## src/rtl/fft_frame_ctrl_pkg.sv

```systemverilog
// Shared types and helpers for the FFT frame controller and its FFT datapath neighbours.
// Holds the sample type, the controller state encoding and the frame-length helpers.
package fft_frame_ctrl_pkg;

    localparam int FPT_W = 16;

    typedef logic signed [FPT_W-1:0] fpt;

    typedef enum logic {
        ST_IDLE = 1'b0,
        ST_LOAD = 1'b1
    } ctrl_state_e;

    function automatic int frame_len(input int log2_len);
        return 1 << log2_len;
    endfunction

    function automatic int log2_ceil(input int value);
        int r;
        r = 0;
        while ((1 << r) < value) r++;
        return r;
    endfunction

endpackage

```

## src/rtl/fft_frame_ctrl_start_delay.sv

```systemverilog
// fft_start_delay: LAT-stage shift register for the frame-start pulse.
// o_fire is the last stage; o_any reports whether any start is still in flight.
module fft_start_delay #(
    parameter int LAT = 11
) (
    input  logic i_clk,
    input  logic i_rst_n,
    input  logic i_start,
    output logic o_fire,
    output logic o_any
);

    logic [LAT-1:0] r_line;

    always_ff @(posedge i_clk or negedge i_rst_n) begin
        if (!i_rst_n) begin
            r_line <= '0;
        end else begin
            r_line[0] <= i_start;
            for (int k = 1; k < LAT; k++) begin
                r_line[k] <= r_line[k-1];
            end
        end
    end

    assign o_fire = r_line[LAT-1];
    assign o_any  = |r_line;

endmodule

```

## src/rtl/fft_frame_ctrl.sv

```systemverilog
// Frames an upstream sample stream into 2**N-sample FFT frames and tracks the output window.
//   state   | meaning
//   ST_IDLE | waiting for the first sample of a frame (accepted only while i_en)
//   ST_LOAD | streaming samples 1..L-1 of the frame, zero-filling any gaps
module fft_frame_ctrl
    import fft_frame_ctrl_pkg::*;
#(
    parameter int N   = 3,
    parameter int LAT = (1 << N) + N,
    parameter int CW  = 16
) (
    input  logic          i_clk,
    input  logic          i_rst_n,
    input  logic          i_en,
    input  logic          i_in_valid,
    input  fpt            i_in_data,
    output logic          o_in_ready,
    output logic          o_fft_start,
    output fpt            o_fft_ip,
    output logic          o_out_valid,
    output logic          o_out_first,
    output logic          o_out_last,
    output logic [N-1:0]  o_out_idx,
    output logic          o_busy,
    output logic          o_underrun,
    output logic [CW-1:0] o_frame_cnt
);

    localparam int           L        = frame_len(N);
    localparam logic [N-1:0] IDX_LAST = N'(L - 1);

    ctrl_state_e   r_state;
    ctrl_state_e   w_state_nxt;
    logic [N-1:0]  r_cnt;
    logic [N-1:0]  w_cnt_nxt;
    logic          w_in_ready;
    logic          w_start_nxt;
    fpt            w_ip_nxt;
    logic          w_zero_fill;

    logic          r_fft_start;
    fpt            r_fft_ip;
    logic          r_underrun;

    logic          w_fire;
    logic          w_line_any;
    logic          r_out_valid;
    logic [N-1:0]  r_out_idx;
    logic [CW-1:0] r_frame_cnt;
    logic          w_win_last;

    always_comb begin
        w_state_nxt = r_state;
        w_cnt_nxt   = r_cnt;
        w_in_ready  = 1'b0;
        w_start_nxt = 1'b0;
        w_ip_nxt    = '0;
        w_zero_fill = 1'b0;
        case (r_state)
            ST_IDLE: begin
                w_in_ready = i_en;
                if (i_en && i_in_valid) begin
                    w_state_nxt = ST_LOAD;
                    w_cnt_nxt   = N'(1);
                    w_start_nxt = 1'b1;
                    w_ip_nxt    = i_in_data;
                end
            end
            ST_LOAD: begin
                // The FFT pipeline never stalls, so a missing sample becomes a zero slot.
                w_in_ready = 1'b1;
                w_cnt_nxt  = r_cnt + 1'b1;
                if (i_in_valid) begin
                    w_ip_nxt = i_in_data;
                end else begin
                    w_zero_fill = 1'b1;
                end
                if (r_cnt == IDX_LAST) begin
                    w_state_nxt = ST_IDLE;
                end
            end
            default: begin
                w_state_nxt = ST_IDLE;
            end
        endcase
    end

    always_ff @(posedge i_clk or negedge i_rst_n) begin
        if (!i_rst_n) begin
            r_state <= ST_IDLE;
            r_cnt   <= '0;
        end else begin
            r_state <= w_state_nxt;
            r_cnt   <= w_cnt_nxt;
        end
    end

    always_ff @(posedge i_clk or negedge i_rst_n) begin
        if (!i_rst_n) begin
            r_fft_start <= 1'b0;
            r_fft_ip    <= '0;
            r_underrun  <= 1'b0;
        end else begin
            r_fft_start <= w_start_nxt;
            r_fft_ip    <= w_ip_nxt;
            r_underrun  <= r_underrun | w_zero_fill;
        end
    end

    // Fed with fft_start's D input so the registered window opens exactly LAT cycles after fft_start.
    fft_start_delay #(
        .LAT (LAT)
    ) u_start_delay (
        .i_clk   (i_clk),
        .i_rst_n (i_rst_n),
        .i_start (w_start_nxt),
        .o_fire  (w_fire),
        .o_any   (w_line_any)
    );

    assign w_win_last = r_out_valid && (r_out_idx == IDX_LAST);

    always_ff @(posedge i_clk or negedge i_rst_n) begin
        if (!i_rst_n) begin
            r_out_valid <= 1'b0;
            r_out_idx   <= '0;
            r_frame_cnt <= '0;
        end else begin
            if (w_fire) begin
                r_out_valid <= 1'b1;
                r_out_idx   <= '0;
            end else if (r_out_valid) begin
                r_out_idx <= r_out_idx + 1'b1;
                if (w_win_last) begin
                    r_out_valid <= 1'b0;
                end
            end
            if (w_win_last) begin
                r_frame_cnt <= r_frame_cnt + 1'b1;
            end
        end
    end

    assign o_in_ready  = i_rst_n & w_in_ready;
    assign o_fft_start = r_fft_start;
    assign o_fft_ip    = r_fft_ip;
    assign o_out_valid = r_out_valid;
    assign o_out_first = r_out_valid && (r_out_idx == '0);
    assign o_out_last  = w_win_last;
    assign o_out_idx   = r_out_idx;
    assign o_busy      = (r_state == ST_LOAD) | r_out_valid | w_line_any;
    assign o_underrun  = r_underrun;
    assign o_frame_cnt = r_frame_cnt;

endmodule

```

## config.mk

```make
export PLATFORM = sky130hd
export DESIGN_NAME = fft_frame_ctrl
export DESIGN_NICKNAME = d
export VERILOG_FILES = /design/src/rtl/fft_frame_ctrl_pkg.sv /design/src/rtl/fft_frame_ctrl_start_delay.sv /design/src/rtl/fft_frame_ctrl.sv
export SDC_FILE = /design/constraint.sdc
export NUM_CORES = 1
export LEC_CHECK = 0
export CAP_MARGIN = 10
export CELL_PAD_IN_SITES_DETAIL_PLACEMENT = 1
export CELL_PAD_IN_SITES_GLOBAL_PLACEMENT = 1
export CORE_ASPECT_RATIO = 0.7
export CORE_UTILIZATION = 30
export CTS_BUF_LIST = sky130_fd_sc_hd__clkbuf_4
export DETAILED_ROUTE_END_ITERATION = 12
export PLACE_DENSITY = 0.77
export SETUP_SLACK_MARGIN = 0.2
export SLEW_MARGIN = 20
export SYNTH_ARGS = -nofsm -noshare
export SYNTH_HDL_FRONTEND = slang
export SYNTH_SLANG_ARGS = --single-unit
```

## constraint.sdc

```tcl
create_clock -name i_clk -period 1.5 [get_ports i_clk]
set_input_delay 0.375 -clock i_clk [delete_from_list [all_inputs] [get_ports i_clk]]
set_output_delay 0.375 -clock i_clk [all_outputs]
set_load 0.005 [all_outputs]
```

==> results.md, run 1 <==
STA:
- The worst relative slew slack is 0.568.
- Of the available clock period, the critical path in the final layout requires 1.22.
- For this run, the top clock speed supported by timing is 548 MHz.
- The final number of setup-violating endpoints is 21.
- The routed design could run at a clock period as short as 1820 ps.
- The final number of hold-violating endpoints was 0.
- The total negative setup slack is -4280 ps.
- The worst-margin pin slew is 648 ps.
- Setup repair after global routing could not meet its margin everywhere.
- After layout, the worst setup slack is -324 ps.
- For the final database, setup skew stands at 8.63 ps.
- The count of pins over their slew limit is 0.

Worst setup path:
- The critical path's largest stage delay is 440 ps.
- The worst setup path is launched from a flop.
- The worst setup path category is flop to output pin.
- STA classifies the critical path endpoint as an output pin.
- The critical path goes through ha_2, ha_4, and2_4, buf_6.
- At the worst endpoint, the required time is 1120 ps.
- The critical path data arrival time is 1450 ps.
- The family with the most delay on the worst path is flip-flops.
- The largest fanout on the critical path is 2.
- The buffers plus inverters on the worst setup path is 1.
- The highest-delay cell along the critical path is sky130_fd_sc_hd__dfrtp_1.

Outcome:
- The checks that failed: setup timing.
- The flow ran to the end, but the final reports show violations.

Clocking:
- Counting every sink on the clock net gives 52.
- The clock-pin slew of the registers on the worst-case setup and hold paths is 150 ps.
- The source-to-sink clock delay at the later pin of the worst-skew pair is 360 ps.
- Counting the buffers created by CTS gives 5.
- The clock tree from TritonCTS is done.
- The clock tree root driver cell is sky130_fd_sc_hd__clkbuf_4.
- In this run the number of H-tree levels came out at 2.
- The maximum number of buffers from clock root to sink is 2.
- The count of hold buffers inserted by post-cts repair is 0.

Synth:
- In this run the cell area of the synthesized design comes to 0.00198 mm².
- Summed over all instances, the cell type with the most area after synthesis is sky130_fd_sc_hd__dfrtp_1.
- The gate count of the mapped netlist is 152.
- After synthesis, the cell types taking the most area are sky130_fd_sc_hd__dfrtp_1 66%, sky130_fd_sc_hd__and2_1 5.4%, sky130_fd_sc_hd__xnor2_1 5.3%.
- The area fraction of the dominant cell type after synthesis is 0.657.
- The synthesized design contains 52 register bits.
- The synthesized area divided by synthesized cell count is 13.0 µm².
- The number of nets produced by synthesis is 178.
- The share of the Yosys chip area taken by registers is 0.657.
- The number of distinct library cells after synthesis is 30.
- The number of warnings issued by yosys is 0.

Global route:
- The total routing resource utilization after global routing is 0.166.
- The overall overflow remaining after global route is 0.
- The first global-routing pass estimated 8700 µm of wire.
- The largest net degree at the start of global routing is 53.
- The via count of the first global-routing pass is 1,732.
- The number of antenna violations at the first check in global routing was 0.

Power:
- For this design the total switching power over the nets is 1.37 mW.
- The maximum VDD drop is 0.840 mV.
- The internal power of the cells totals 2.92 mW.
- Summing internal, switching and leakage power gives 4.29 mW.
- Of the total power, the share spent switching nets is 0.320.
- The share of total power dissipated in sequential elements is 0.422.
- The power density over the cells is 1310 mW/mm².
- The analysis attributes to cell leakage a power of 1.73 nW.
- The clock network fraction of total power is 0.141.
- Of the total power, combinational logic draws 0.437.

Final layout:
- The layout-stage area growth over the synthesis result is 65.5%.
- Leaving out filler cells and counting taps, the final layout contains 351.
- The filler cells instantiated in the layout total 664.
- In the final layout, the multi-input gates occupy 872 µm².
- At the end of the flow, the number of nets in the layout was 297.
- The sequential cells in the finished layout cover a total of 0.00130 mm².
- Of the cells placed in the final design, the portion with a size suffix greater than 1 is 0.548.
- After routing the design area is 0.00328 mm².

Placement:
- The count of input and output buffers is 61.
- The congestion estimate from routability-driven global placement came to 0.704.
- The number of placed instances, taps included, is 305.
- The worst slack at placement is -469 ps.
- The HPWL after detailed placement is 3280 µm.
- The placed standard-cell area is 0.00284 mm².

Route:
- The total wire length is 5560 µm.
- In the routed design, unresolved DRC markers number 0.
- The remaining antenna violation count is 0.
- In this run, the number of DRC markers left after iteration 0 of detailed routing was 60.
- The vias after detailed routing is 1,580.
- In the routed layout, each cell is associated on average with a via count of 4.50.
- The first detailed-routing pass ran for 3 iterations.
- The wire length per cell is 15.9 µm.

Die:
- The die covers 0.00694 mm².
- The vertical die dimension is 70.0 µm.
- The number of core rows is 24.
- The die is 99.1 µm wide.
- The total area inside the core boundary comes to 0.00631 mm².
- For this configuration, the core starts out at a cell density of 0.314.
- In this run the count of I/O pins placed on the die edge is 62.

Job:
- The number of maximum-capacitance violations is 0.

Min path:
- The type of the most critical hold path is primary input to asynchronous set/reset pin.
## worst register-to-register path: cells and delay by family (launching register included)
kind | cells | cell delay (ps)
flip-flops | 1 | 420
buffers and inverters | 4 | 410
XOR/XNOR | 1 | 150
adder cells (fa/ha/maj) | 2 | 380
AND/OR/NAND/NOR | 2 | 330
## area by class of cell
cell class	instances	share of cell area
sequential	52	0.397
timing repair buffer	115	0.285
multi-input combinational	93	0.266
tap	78	0.0297
clock buffer	5	0.0114
inverter	4	0.00610
clock inverter	3	0.00420
antenna	1	0.000763
## cells by family (layout without fill, tap and decap cells)
group	after synthesis	in the layout	share of synthesized area
DFF	52	52	0.657
xor gates and xnor gates	16	16	0.0707
and+or+nand+nor	60	61	0.176
buffers and inverters	8	127	0.0189
adders and majority gates	6	6	0.0379
AOI/OAI and AO/OA	6	6	0.0189
other	0	1	0
muxes	4	4	0.0208
## sequential cells by signal (all words and copies together) (netlist names)
register              count
o_frame_cnt              16
r_state                   1
o_out_valid               1
o_fft_ip                 16
r_cnt                     3
o_out_idx                 3
o_underrun                1
u_start_delay.r_line     11
## worst paths after layout
| path | from | cells past startpoint | endpoint | slack [ps] |
|---|---|---|---|---|
| hold reg to reg | u_start_delay.r_line[6]$_DFF_PN0_ | 0 | u_start_delay.r_line[7]$_DFF_PN0_ | 390 |
| setup / recovery | o_out_idx[0]$_DFFE_PN0P_ | 4 | o_out_last | -320 |
| max in group asynchronous | i_rst_n | 2 | o_frame_cnt[4]$_DFFE_PN0P_ | 860 |
| hold / removal | i_rst_n | 2 | o_frame_cnt[8]$_DFFE_PN0P_ | 190 |
| setup reg to reg | o_out_idx[0]$_DFFE_PN0P_ | 9 | o_frame_cnt[6]$_DFFE_PN0P_ | -280 |
| min in group i_clk | u_start_delay.r_line[6]$_DFF_PN0_ | 0 | u_start_delay.r_line[7]$_DFF_PN0_ | 390 |
## placed cells by master, fill, tap and decap left out, types with 3 or more instances in the layout
master	netlist	routed
sky130_fd_sc_hd__dfrtp_1	52	50
sky130_fd_sc_hd__buf_2	0	35
sky130_fd_sc_hd__buf_4	0	32
sky130_fd_sc_hd__buf_6	1	30
sky130_fd_sc_hd__clkdlybuf4s50_1	0	18
sky130_fd_sc_hd__and2_4	0	9
sky130_fd_sc_hd__and2_1	17	8
sky130_fd_sc_hd__nand2_1	12	8
sky130_fd_sc_hd__nor2_1	10	6
sky130_fd_sc_hd__xnor2_1	12	6
sky130_fd_sc_hd__xnor2_2	0	6
sky130_fd_sc_hd__nor2_4	0	5
sky130_fd_sc_hd__clkbuf_4	0	5
sky130_fd_sc_hd__xor2_1	4	4
sky130_fd_sc_hd__nand2_2	0	3
sky130_fd_sc_hd__nand4_1	3	3
sky130_fd_sc_hd__mux2i_1	3	3
sky130_fd_sc_hd__nand3_4	0	3
sky130_fd_sc_hd__ha_1	6	3
## power groups by stage
| stage | clock network (mW) | logic, mW | registers (mW) |
|---|---|---|---|
| floorplan | 0 | 0.545 | 1.83 |
| global placement | 0 | 1.17 | 1.82 |
| detailed placement | 0 | 1.24 | 1.84 |
| CTS | 0.640 | 1.65 | 1.78 |
| global route | 0.696 | 2.07 | 1.84 |
| finish | 0.606 | 1.88 | 1.81 |
## synth_stat cells, drive strengths merged
library cell / count
o21ai: 2
and2: 17
ha: 6
nand2b: 1
nor3: 1
buf: 1
nor3b: 1
nor2: 10
a211oi: 1
nand3: 5
xor2: 4
a21o: 2
a21oi: 1
dfrtp: 52
mux2: 1
nand2: 12
nor2b: 1
and3: 2
mux2i: 3
clkbuf: 3
xnor2: 12
or2: 1
inv: 4
and4: 2
nand4: 4
nor4: 3
## per-layer routing
| metal | wire [µm] | share of wire | vias to the layer above | GRT usage |
|---|---|---|---|---|
| met2 | 2840 | 0.51 | 49 | 0.284 |
| li1 | - | - | 735 | - |
| met5 | 0 | 0 | - | 0 |
| met1 | 2300 | 0.41 | 790 | 0.200 |
| met3 | 358 | 0.064 | 6 | 0.0581 |
| met4 | 58 | 0.010 | 0 | 0.0474 |
## repair_timing
item | 4_1_cts | 5_1_grt
resized for setup | 211 | 31
endpoints found under the setup margin | 74 | 73
setup buffers | 28 | 8
pin swaps | 17 | 17
gates cloned | 0 | 1
## metrics by stage
step,utilization,hold WS (ps)
floorplan,-,79.4
global placement,0.450,362
detailed placement,0.450,361
CTS,0.488,202
global route,0.520,217
finish,0.520,195
Note: power is estimated with default switching activity, not from simulation.
==> run 2: changes to the inputs <==
Settings changed: ABC_AREA set to 1, PLACE_DENSITY 0.77 to 0.78.
==> run 2 against run 1 <==
Net effect:
- critical endpoint unchanged
- clock power rose by 32%
- largest cell class unchanged
- utilization fell by 3.2 points
- sequential power fell by 4%
- the run still ends with setup timing left
- cell count rose by 15%
- combinational power fell by 19%
- highest routed layer unchanged
==> results.md, run 2 <==
Final layout:
- The share of layout cells above drive strength 1 is 0.423 (was 0.548).
- The most frequent standard cell in the layout excluding fill and tap cells is sky130_fd_sc_hd__dfrtp_1 (unchanged).
- The layout-stage area growth over the synthesis result came to 57.3% (was 65.5%).
- The net count of the finished layout is 335 (was 297).
- Commonest non-fill, non-tap cells in the layout: 52 x sky130_fd_sc_hd__dfrtp_1, 37 x sky130_fd_sc_hd__buf_2, 28 x sky130_fd_sc_hd__buf_4 (was 50 x sky130_fd_sc_hd__dfrtp_1, 35 x sky130_fd_sc_hd__buf_2, 32 x sky130_fd_sc_hd__buf_4).
- The number of antenna cells inserted is 0 (was 1).

Synth:
- The top cell type by total area after synthesis is sky130_fd_sc_hd__dfrtp_1 (unchanged).
- The gate count of the mapped netlist came to 193 (was 152).
- The number of nets produced by synthesis is 219 (was 178).
- The number of warnings issued by yosys is 0 (unchanged).
- The fraction of synthesis flops using an asynchronous set or reset pin is 1.00 (unchanged).
- The flip-flop and latch count after synthesis came to 52 (unchanged).
- The number of synthesized flops with an enable pin was 0 (unchanged).
- Main area contributors after synthesis: sky130_fd_sc_hd__dfrtp_1 62%, sky130_fd_sc_hd__inv_1 5.5%, sky130_fd_sc_hd__nand2_1 5.2% (was sky130_fd_sc_hd__dfrtp_1 66%, sky130_fd_sc_hd__and2_1 5.4%, sky130_fd_sc_hd__xnor2_1 5.3%).
- The area fraction of the dominant cell type after synthesis is 0.620 (was 0.657).
- The most repeated cell in the gate-level netlist after synthesis is sky130_fd_sc_hd__dfrtp_1 (unchanged).
- Commonest cells in the synthesized netlist: 52 x sky130_fd_sc_hd__dfrtp_1, 31 x sky130_fd_sc_hd__inv_1, 29 x sky130_fd_sc_hd__nand2_1, 25 x sky130_fd_sc_hd__nor2_1, 7 x sky130_fd_sc_hd__xor2_1 (was 52 x sky130_fd_sc_hd__dfrtp_1, 17 x sky130_fd_sc_hd__and2_1, 12 x sky130_fd_sc_hd__nand2_1, 12 x sky130_fd_sc_hd__xnor2_1, 10 x sky130_fd_sc_hd__nor2_1).
- The top flip-flop cell by instance count after synthesis is sky130_fd_sc_hd__dfrtp_1 (unchanged).
- The number of distinct library cells after synthesis came to 24 (was 30).
- The sequential cell area fraction in the yosys report is 0.620 (was 0.657).
- The synthesized area divided by synthesized cell count is 10.9 µm² (was 13.0 µm²).
- The post-synthesis instance area came to 0.00210 mm² (was 0.00198 mm²).

Min path:
- The type of the most critical hold path was primary input to asynchronous set/reset pin (unchanged).

Clocking:
- The number of buffers created by CTS is 5 (unchanged).
- The clock tree root driver cell is sky130_fd_sc_hd__clkbuf_4 (unchanged).
- The source-to-sink clock delay at the later pin of the worst-skew pair came to 350 ps (was 360 ps).
- The clock tree from TritonCTS is done (unchanged).
- The clock net sink count came to 52 (unchanged).
- The count of hold buffers inserted by post-cts repair came to 0 (unchanged).
- The number of levels the H-tree was split into is 2 (unchanged).
- The clock-pin slew of the registers on the worst-case setup and hold paths came to 160 ps (was 150 ps).
- The maximum number of buffers from clock root to sink is 2 (unchanged).

Die:
- The vertical die dimension came to 72.0 µm (was 70.0 µm).
- The starting utilization of the core area is 0.311 (was 0.314).
- The die footprint is 0.00734 mm² (was 0.00694 mm²).
- The total core area was 0.00676 mm² (was 0.00631 mm²).
- The horizontal die dimension is 102 µm (was 99.1 µm).
- The boundary pin count is 62 (unchanged).
- The number of core rows is 25 (was 24).

Placement:
- The final weighted congestion in routability-driven placement is 0.723 (was 0.704).
- The worst slack at placement was -317 ps (was -469 ps).
- The placed wire-length estimate is 3610 µm (was 3280 µm).
- The count of input and output buffers is 61 (unchanged).

Worst setup path:
- The number of cells on the worst reg-to-reg path is 10 (was 9).
- The largest fanout on the critical path came to 2 (unchanged).
- The startpoint class of the critical path is a flop (unchanged).
- The worst setup path category is flop to output pin (unchanged).
- The endpoint of the most critical register-to-register path is o_frame_cnt[9]$_DFFE_PN0P_ (was o_frame_cnt[6]$_DFFE_PN0P_).
- The critical register-to-register path startpoint is o_out_idx[0]$_DFFE_PN0P_ (unchanged).
- The critical path endpoint category is an output pin (unchanged).
- The critical path data arrival time was 1360 ps (was 1450 ps).
- The required time of the critical path was 1120 ps (about the same).
- The slack of the worst reg-to-reg path is -180 ps (was -280 ps).

STA:
- The share of the cycle needed by the critical path after routing came to 1.16 (was 1.22).
- The worst relative slew slack was 0.555 (was 0.568).
- The final worst clock skew is 5.62 ps (was 8.63 ps).
- The final number of setup-violating endpoints is 19 (was 21).
- The count of pins over their slew limit is 0 (unchanged).
- The worst-margin pin slew is 668 ps (was 648 ps).
- Unrepaired setup endpoints after global routing: yes (unchanged).
- The final number of hold-violating endpoints is 0 (unchanged).
- The worst setup slack after layout came to -240 ps (was -324 ps).
- The worst hold slack was 193 ps (was 195 ps).
- The shortest period the worst path allows is 1740 ps (was 1820 ps).
- The highest clock frequency the design can meet was 575 MHz (was 548 MHz).

Power:
- The reported leakage power is 1.87 nW (was 1.73 nW).
- The maximum VDD drop is 0.497 mV (was 0.840 mV).
- The power density over the cells is 1230 mW/mm² (was 1310 mW/mm²).

Global route:
- The via count of the first global-routing pass is 1,835 (was 1,732).
- The number of antenna violations at the first check in global routing came to 0 (unchanged).
- The largest net degree at the start of global routing is 53 (unchanged).
- The total routing resource utilization after global routing came to 0.159 (was 0.166).
- The overall overflow remaining after global route is 0 (unchanged).
- The first-pass GRT wire length came to 8890 µm (was 8700 µm).

Route:
- The routed via count divided by cell count is 4.23 (was 4.50).
- The count of TritonRoute iterations in the first routing pass was 4 (was 3).
- The remaining antenna violation count is 0 (unchanged).
- The met2 wire length is 2790 µm (was 2840 µm).
- The post-route DRC violation count was 0 (unchanged).
- The number of violations reported at the end of detailed-routing iteration 0 was 29 (was 60).
- The highest metal layer with signal wires is met4 (unchanged).
- The wire length per cell came to 13.6 µm (was 15.9 µm).
- The met3 wire length is 345 µm (was 358 µm).
- The total wire length is 5510 µm (was 5560 µm).
- The met1 wire length is 2370 µm (was 2300 µm).
- The vias after detailed routing is 1,708 (was 1,580).

Outcome:
- Status: finished, violations left (unchanged).
- Violated checks: setup timing (unchanged).

Job:
- The number of maximum-capacitance violations was 0 (unchanged).
run 2: changes by cell type after synthesis, sizes merged, moves of 3 or more:
cell	delta
xor2	+4
nand2	+20
inv	+27
clkbuf	-3
and2	-17
nor2	+21
mux2i	-3
xnor2	-9
nor3	+4
run 2: what timing repair did:
item / CTS / global route
buffers inserted: 26 / 6
gates cloned: 0 / 0
endpoints found under the setup margin: 56 / 52
gates resized for setup: 187 / 30
pin swaps: 14 / 11
run 2: metal layers:
layer  GRT usage  vias to the layer above
met3      0.0549                        2
met5           0                        -
met1       0.205                      841
li1            -                      821
met4      0.0333                        0
met2       0.260                       44
run 2: final cells by class:
class | count | area [µm²]
multi-input cells | 108 | 774
well taps | 94 | 118
clock buffers | 5 | 37.5
clock inverters | 3 | 42.5
fillers | 754 | 3460
inverters | 31 | 121
flip-flops and latches | 52 | 1300
repair buffers | 111 | 906
run 2: worst max-delay path, cell delays in order (launching register included):
cell	delay [ps]
sky130_fd_sc_hd__dfrtp_1	420
sky130_fd_sc_hd__ha_2	210
sky130_fd_sc_hd__ha_4	170
sky130_fd_sc_hd__nand2_4	60
sky130_fd_sc_hd__inv_2	40
sky130_fd_sc_hd__buf_6	100
run 2: metrics by stage:
| step | power [mW] | setup TNS, ps | util | std cells | area, µm² |
|---|---|---|---|---|---|
| after floorplan | 2.21 | 0 | - | 193 | 2110 |
| after global placement | 2.86 | -770 | 0.440 | 364 | 2970 |
| after detailed placement | 2.94 | -986 | 0.440 | 364 | 2970 |
| after CTS | 3.90 | -2340 | 0.466 | 398 | 3150 |
| after global routing | 4.32 | -3910 | 0.489 | 404 | 3300 |
| final | 4.06 | -2210 | 0.489 | 404 | 3300 |
run 2: worst max-delay path by stage:
| stage | cells after the start | slack (ps) | end | from |
|---|---|---|---|---|
| 6_report | 5 | -240 | o_out_last | o_out_idx[1]$_DFFE_PN0P_ |
| 3_3_place_gp | 3 | -320 | o_in_ready | i_en |
| 5_1_grt | 3 | -340 | o_busy | u_start_delay.r_line[3]$_DFF_PN0_ |
| 4_1_cts | 5 | -250 | o_out_last | o_out_idx[1]$_DFFE_PN0P_ |
| 2_1_floorplan | 9 | 140 | o_frame_cnt[14]$_DFFE_PN0P_ | o_out_idx[0]$_DFFE_PN0P_ |
| 3_5_place_dp | 3 | -320 | o_in_ready | i_en |
run 2: power breakdown:
group / total (mW) / leakage (nW) / switching [mW] / internal, mW
sequential: 1.74 / 0.684 / 0.127 / 1.61
clock: 0.797 / 0.0412 / 0.449 / 0.348
combinational: 1.53 / 1.14 / 0.645 / 0.883
total: 4.06 / 1.87 / 1.22 / 2.84
run 2: kinds of logic after synthesis:
logic type,share of synthesized area
XOR/XNOR,0.0495
AO/OA/AOI/OAI,0.0316
adder cells (fa/ha/maj),0.0358
buffers and inverters,0.0602
AND/OR/NAND/NOR,0.203
flip-flops,0.620
